===== src/rtl/i2c_seq_pkg.sv =====
// Shared types and constants for the i2c_master transaction sequencer.
package i2c_seq_pkg;

    localparam int DEFAULT_ADDR_WIDTH = 4;
    localparam int DEFAULT_TO_WIDTH   = 16;

    typedef enum logic [2:0] {
        S_IDLE,
        S_RISE,
        S_FALL,
        S_FIN,
        S_ABORT
    } state_t;

    // Length fields carry one extra bit so a full buffer (DEPTH bytes) is representable.
    function automatic int len_width(input int addr_width);
        return addr_width + 1;
    endfunction

endpackage


===== src/rtl/i2c_seq_buf.sv =====
// DEPTH x 8 byte buffer: registered host port, combinational sequencer port.
module i2c_seq_buf
    import i2c_seq_pkg::*;
#(
    parameter int ADDR_WIDTH = DEFAULT_ADDR_WIDTH
) (
    input  logic                  clk,
    input  logic                  rst,
    input  logic                  host_we,
    input  logic [ADDR_WIDTH-1:0] host_addr,
    input  logic [7:0]            host_wdata,
    output logic [7:0]            host_rdata,
    input  logic [ADDR_WIDTH-1:0] seq_addr,
    input  logic                  seq_we,
    input  logic [7:0]            seq_wdata,
    output logic [7:0]            seq_rdata
);

    localparam int DEPTH = 1 << ADDR_WIDTH;

    logic [7:0] mem [DEPTH];

    // Byte storage; the sequencer write is last so it wins a same-index collision.
    // NOTE: the array has no reset so it maps onto RAM; contents are undefined until written.
    always_ff @(posedge clk) begin
        if (host_we) mem[host_addr] <= host_wdata;
        if (seq_we)  mem[seq_addr]  <= seq_wdata;
    end

    // Host read port with one cycle of latency.
    always_ff @(posedge clk) begin
        if (rst) host_rdata <= 8'h00;
        else     host_rdata <= mem[host_addr];
    end

    assign seq_rdata = mem[seq_addr];

endmodule


===== src/rtl/i2c_seq.sv =====
// Runs a full I2C transfer (write phase, optional repeated-start read phase, stop)
// by driving i2c_master's ena/rw/data_wr handshake from an internal byte buffer.
module i2c_seq
    import i2c_seq_pkg::*;
#(
    parameter int ADDR_WIDTH = DEFAULT_ADDR_WIDTH,
    parameter int TO_WIDTH   = DEFAULT_TO_WIDTH
) (
    input  logic                  clk,
    input  logic                  rst,
    input  logic                  start,
    input  logic [6:0]            dev_addr,
    input  logic [ADDR_WIDTH:0]   wr_len,
    input  logic [ADDR_WIDTH:0]   rd_len,
    input  logic                  buf_we,
    input  logic [ADDR_WIDTH-1:0] buf_addr,
    input  logic [7:0]            buf_wdata,
    output logic [7:0]            buf_rdata,
    output logic                  active,
    output logic                  done,
    output logic                  err_nack,
    output logic                  err_timeout,
    output logic                  err_len,
    output logic                  i2c_ena,
    output logic [6:0]            i2c_addr,
    output logic                  i2c_rw,
    output logic [7:0]            i2c_data_wr,
    input  logic                  i2c_busy,
    input  logic                  i2c_ack_error,
    input  logic [7:0]            i2c_data_rd
);

    localparam int LEN_W = len_width(ADDR_WIDTH);
    localparam int DEPTH = 1 << ADDR_WIDTH;
    localparam logic [LEN_W:0] DEPTH_N = (LEN_W + 1)'(DEPTH);

    state_t                state;
    logic [ADDR_WIDTH-1:0] k;
    logic [ADDR_WIDTH-1:0] k_next;
    logic [ADDR_WIDTH-1:0] n_last;
    logic [LEN_W-1:0]      wr_len_q;
    logic [TO_WIDTH-1:0]   wd;
    logic [TO_WIDTH-1:0]   wd_inc;
    logic                  wd_expired;
    logic                  busy_q;
    logic                  rise;
    logic                  fall;
    logic [LEN_W:0]        total;
    logic                  len_ok;
    logic                  is_read_k;
    logic                  is_read_next;
    logic [ADDR_WIDTH-1:0] seq_addr;
    logic                  seq_we;
    logic [7:0]            seq_rdata;

    assign rise         = i2c_busy & ~busy_q;
    assign fall         = ~i2c_busy & busy_q;
    assign k_next       = k + 1'b1;
    assign wd_inc       = wd + 1'b1;
    assign wd_expired   = &wd_inc;
    assign total        = {1'b0, wr_len} + {1'b0, rd_len};
    assign len_ok       = (total != '0) && (total <= DEPTH_N);
    assign is_read_k    = ({1'b0, k} >= wr_len_q);
    assign is_read_next = ({1'b0, k_next} >= wr_len_q);
    assign seq_we       = (state == S_FALL) && fall && is_read_k;

    // Sequencer buffer index: byte 0 when idle, the upcoming byte while waiting for rise, else k.
    always_comb begin
        // NOTE: default assignment first so no path leaves seq_addr unassigned (no latch).
        seq_addr = k;
        if (state == S_IDLE)      seq_addr = '0;
        else if (state == S_RISE) seq_addr = k_next;
    end

    i2c_seq_buf #(.ADDR_WIDTH(ADDR_WIDTH)) u_buf (
        .clk        (clk),
        .rst        (rst),
        .host_we    (buf_we & ~active),
        .host_addr  (buf_addr),
        .host_wdata (buf_wdata),
        .host_rdata (buf_rdata),
        .seq_addr   (seq_addr),
        .seq_we     (seq_we),
        .seq_wdata  (i2c_data_rd),
        .seq_rdata  (seq_rdata)
    );

    // Transfer FSM with registered master-facing outputs, status flags and watchdog.
    // NOTE: non-blocking assignments throughout so every register updates from pre-edge values.
    always_ff @(posedge clk) begin
        if (rst) begin
            state       <= S_IDLE;
            k           <= '0;
            n_last      <= '0;
            wr_len_q    <= '0;
            wd          <= '0;
            busy_q      <= 1'b0;
            active      <= 1'b0;
            done        <= 1'b0;
            err_nack    <= 1'b0;
            err_timeout <= 1'b0;
            err_len     <= 1'b0;
            i2c_ena     <= 1'b0;
            i2c_addr    <= '0;
            i2c_rw      <= 1'b0;
            i2c_data_wr <= '0;
        end else begin
            busy_q <= i2c_busy;
            done   <= 1'b0;
            case (state)
                S_IDLE: begin
                    if (start) begin
                        if (!len_ok) begin
                            err_len <= 1'b1;
                            done    <= 1'b1;
                        end else begin
                            err_nack    <= 1'b0;
                            err_timeout <= 1'b0;
                            err_len     <= 1'b0;
                            i2c_addr    <= dev_addr;
                            wr_len_q    <= wr_len;
                            n_last      <= total[ADDR_WIDTH-1:0] - 1'b1;
                            k           <= '0;
                            i2c_rw      <= (wr_len == '0);
                            i2c_data_wr <= seq_rdata;
                            i2c_ena     <= 1'b1;
                            active      <= 1'b1;
                            wd          <= '0;
                            state       <= S_RISE;
                        end
                    end
                end
                S_RISE: begin
                    if (rise) begin
                        if (k == n_last) begin
                            i2c_ena <= 1'b0;
                        end else begin
                            i2c_rw      <= is_read_next;
                            i2c_data_wr <= seq_rdata;
                        end
                        wd    <= '0;
                        state <= S_FALL;
                    end else if (wd_expired) begin
                        err_timeout <= 1'b1;
                        i2c_ena     <= 1'b0;
                        state       <= S_ABORT;
                    end else begin
                        wd <= wd_inc;
                    end
                end
                S_FALL: begin
                    if (fall) begin
                        if (i2c_ack_error) begin
                            err_nack <= 1'b1;
                            i2c_ena  <= 1'b0;
                            state    <= S_ABORT;
                        end else if (k == n_last) begin
                            done  <= 1'b1;
                            state <= S_FIN;
                        end else begin
                            k     <= k_next;
                            wd    <= '0;
                            state <= S_RISE;
                        end
                    end else if (wd_expired) begin
                        err_timeout <= 1'b1;
                        i2c_ena     <= 1'b0;
                        state       <= S_ABORT;
                    end else begin
                        wd <= wd_inc;
                    end
                end
                S_FIN: begin
                    active <= 1'b0;
                    state  <= S_IDLE;
                end
                S_ABORT: begin
                    i2c_ena <= 1'b0;
                    if (!i2c_busy) begin
                        done   <= 1'b1;
                        active <= 1'b0;
                        state  <= S_IDLE;
                    end
                end
                default: state <= S_IDLE;
            endcase
        end
    end

endmodule


===== config.mk =====
export PLATFORM = sky130hd
export DESIGN_NAME = i2c_seq
export DESIGN_NICKNAME = d
export VERILOG_FILES = /design/src/rtl/i2c_seq_pkg.sv /design/src/rtl/i2c_seq_buf.sv /design/src/rtl/i2c_seq.sv
export SDC_FILE = /design/constraint.sdc
export NUM_CORES = 1
export LEC_CHECK = 0
export BUFFER_PORTS_ARGS = -buffer_cell sky130_fd_sc_hd__buf_2
export CAP_MARGIN = 20
export CORE_AREA = 2 2 145 147
export CTS_CLUSTER_SIZE = 14
export DETAILED_ROUTE_END_ITERATION = 10
export DIE_AREA = 0 0 147 149
export GPL_TIMING_DRIVEN = 1
export PLACE_DENSITY = 0.73
export SYNTH_ARGS = -nofsm -noshare
export SYNTH_HDL_FRONTEND = slang
export SYNTH_SLANG_ARGS = --single-unit

===== constraint.sdc =====
create_clock -name clk -period 2.6 [get_ports clk]
set_input_delay 0.26 -clock clk [delete_from_list [all_inputs] [get_ports clk]]
set_output_delay 0.26 -clock clk [all_outputs]
set_load 0.05 [all_outputs]

==> summary.md <==
| Metric | Value |
|---|---|
| Violated checks | `setup timing` |
| Flop pwr share | `0.484` |
| Via density | `about 6.3` |
| Root buffer cell | `clkbuf_16` |
| Num rows | `53` |
| Post-CTS Hold Buffers | `0` |
| H-tree depth | `4` |
| Area Overhead vs Synth | `24.04%` |
| Combinational share of power | `0.166` |
| Final ANT Viol Nets | `0` |
| Total CTS buffers | `17` |
| Internal | `approximately 5100 µW` |
| Required time worst endpoint | `2.78 ns` |
| Post-Syn Instances | `~870` |
| Grt ovf | `0` |
| Seq/Total Area, Yosys | `0.4668` |
| Fin util | `0.6598` |
| Fmax | `383.5 MHz` |
| Max VDD drop | `0.4722 mV` |
| Post-route minimum period | `2.607 ns` |
| Vias in the first global route | `8,019` |
| FF/Latch Area | `5115 µm²` |
| Core ar. | `20,560 µm²` |
| First-pass GRT wire length | `45,440 µm` |
| Async set-or-reset flop fraction in the synthesized netlist | `0` |
| Die W | `between 100 and 150 µm` |
| Clock slew at reported path FFs | `0.07 ns` |
| TritonCTS clock tree | `built` |
| PD cells | `513.7 nW/µm²` |
| # DRC | `0` |
| Area of the multi-input gates | `~6000 µm²` |
| Number of synthesized register bits | `191` |
| EDFF count, synth | `128` |
| Status | `finished, violations left` |
| Crit path DAT | `2.79 ns` |
| R2R Setup Slk | `-0.007 ns` |
| Final instance area | `13,560 µm²` |
| CTS Sinks | `about 190` |
| Max-slew violations | `0` |
| Largest net degree at the start of global routing | `42` |
| Die height | `~150 µm` |
| Part of the power in the clock network | `0.349` |
| Clock skew | `0.01168 ns` |
| Fin crit share | `1.003` |
| Slew HR | `0.6023` |
| Primary FF master, synth | `edfxtp_1` |
| Via count | `approximately 8.1k` |
| Layout cell share with drive strength beyond 1 | `0.4765` |
| Number of fill cells | `around 1.5k` |
| PortBufs | `72` |
| Antenna violations before repair | `0` |
| Syn Area/Cell | `12.61 µm²` |
| CP Max Fanout | `9` |
| HPWL after DPL | `between 20,000 and 25,000 µm` |
| RSZ-0062 raised after global routing | `true` |
| Most common cell after layout, fill and taps aside | `edfxtp_1` |
| Drt wl/cell | `about 23 µm` |
| Hold Path Class | `in2reg` |
| Final WL | `around 30,000 µm` |
| Deepest clock path buffer count | `2` |
| Place WS | `-0.4591 ns` |
| Initial Util | `0.5320` |
| Antenna diodes | `0` |
| Yosys warns | `0` |
| Die area | `21,900 µm²` |
| Yosys cell types | `61` |
| Crit path kind | `reg2reg` |
| Post-layout net count | `~1.1k` |
| Max-Cap Viols | `0` |
| Pwr Total | `6968 µW` |
| Syn Nets | `929` |
| Most frequent cells in the layout | `edfxtp_1 (128), mux2_2 (124), mux4_2 (72), buf_4 (71), buf_2 (70)` |
| Synthesized area | `10,940 µm²` |
| P_leak | `0.004983 µW` |
| DP Area | `12,360 µm²` |
| Finish-stage setup viols | `5` |
| GRT Overall Usage | `0.2785` |
| Worst-Margin Slew | `0.5953 ns` |
| CP startpoint kind | `flip-flop` |
| I/O pins | `73` |
| Endpoints failing hold | `0` |
| Switching pwr | `between 1500 and 2000 µW` |
| Fin worst setup slack | `-0.007343 ns` |
| Sw Ratio | `0.2673` |
| Skew-Pair Late Insertion Delay | `0.43 ns` |
| Critical Path End Type | `flip-flop` |
| GPL Wtd Cong | `about 1` |
| Initial drt markers | `671` |
| Drt first pass iters | `5` |
==> logic make-up (layout without fill, tap and decap cells) <==
logic type	Yosys count	after routing	synth area share
flip-flops	191	191	0.4668
buffers and inverters	74	229	0.02689
adder cells (fa/ha/maj)	19	19	0.02243
XOR/XNOR	19	19	0.01522
AND/OR/NAND/NOR	233	233	0.1029
AO/OA/AOI/OAI	113	113	0.06922
multiplexers	218	218	0.2966
==> state kept, by name, summed over array words and instances (netlist names) <==
signal / count
active: 1
busy_q: 1
done: 1
err_len: 1
err_nack: 1
err_timeout: 1
i2c_addr: 7
i2c_data_wr: 8
i2c_ena: 1
i2c_rw: 1
k: 4
n_last: 4
state: 3
u_buf.host_rdata: 8
u_buf.mem: 128
wd: 16
wr_len_q: 5
==> power groups by stage <==
stage,registers (µW),logic [µW],clock network [µW]
after global routing,3380,1230,2560
after floorplan,3540,616,0
final,3370,1160,2440
after global placement,3430,1060,0
after CTS,3370,1110,2440
after detailed placement,3440,1080,0
==> synth_stat cells, types with 17 or more instances <==
library cell | n | area share
mux2i_1 | 18 | 0.016
mux4_2 | 72 | 0.15
ha_1 | 18 | 0.021
edfxtp_1 | 128 | 0.35
clkbuf_1 | 41 | 0.014
nor2_1 | 67 | 0.023
mux2_2 | 126 | 0.13
nand2_1 | 66 | 0.023
inv_1 | 20 | 0.0069
o21ai_0 | 19 | 0.0087
dfxtp_1 | 63 | 0.12
a22oi_1 | 17 | 0.012
a21oi_1 | 32 | 0.015
==> through the flow <==
| stage | hold slack (ns) | setup TNS, ns | instances |
|---|---|---|---|
| 2_1_floorplan | 0.3882 | -6.547 | 867 |
| 3_3_place_gp | 0.4552 | -62.62 | 1246 |
| 3_5_place_dp | 0.4791 | -79.38 | 1246 |
| 4_1_cts | 0.05506 | -2.434 | 1283 |
| 5_1_grt | 0.07100 | -7.243 | 1297 |
| 6_report | 0.05889 | -0.01851 | 1297 |
==> worst paths after layout <==
path / start / endpoint / cells after the start
hold / removal: dev_addr[0] / i2c_addr[0] / 3
setup / recovery: k[0] / u_buf.mem[12][7] / 11
hold reg to reg: err_timeout / err_timeout / 2
setup reg to reg: k[0] / u_buf.mem[12][7] / 11
==> metal layers <==
metal | global-route usage | up-vias | routed length, µm
li1 | - | 3634 | -
met1 | 0.3580 | 4052 | 11780
met2 | 0.4732 | 383 | 15000
met3 | 0.05015 | 63 | 2430
met4 | 0.1111 | 0 | 1124
met5 | 0 | - | 0
==> timing repair <==
action / in CTS / in global routing
endpoints found under the setup margin: 265 / 289
resized for setup: 42 / 58
buffers inserted: 3 / 11
gates cloned: 3 / 3
pin swaps: 8 / 20
hold endpoints to repair: 0 / 0
==> area by class of cell <==
cell class	instances	area share
Clock inverter	10	0.004520
Tap cell	275	0.02537
Timing Repair Buffer	178	0.1093
Multi-Input combinational cell	602	0.4435
Sequential cell	191	0.3771
Clock buffer	21	0.03468
Inverter	20	0.005535
==> critical path, stage by stage, from the launching register on <==
cell and delay, ns:
dfxtp_2 0.34, inv_2 0.05, ha_4 0.25, nand2b_4 0.10, a21o_1 0.10, a21o_1 0.13
a21oi_2 0.06, or3_4 0.39, nor3_4 0.31, nand2_1 0.16, buf_12 0.19, mux2_2 0.27
Note: power is estimated with default switching activity, not from simulation.
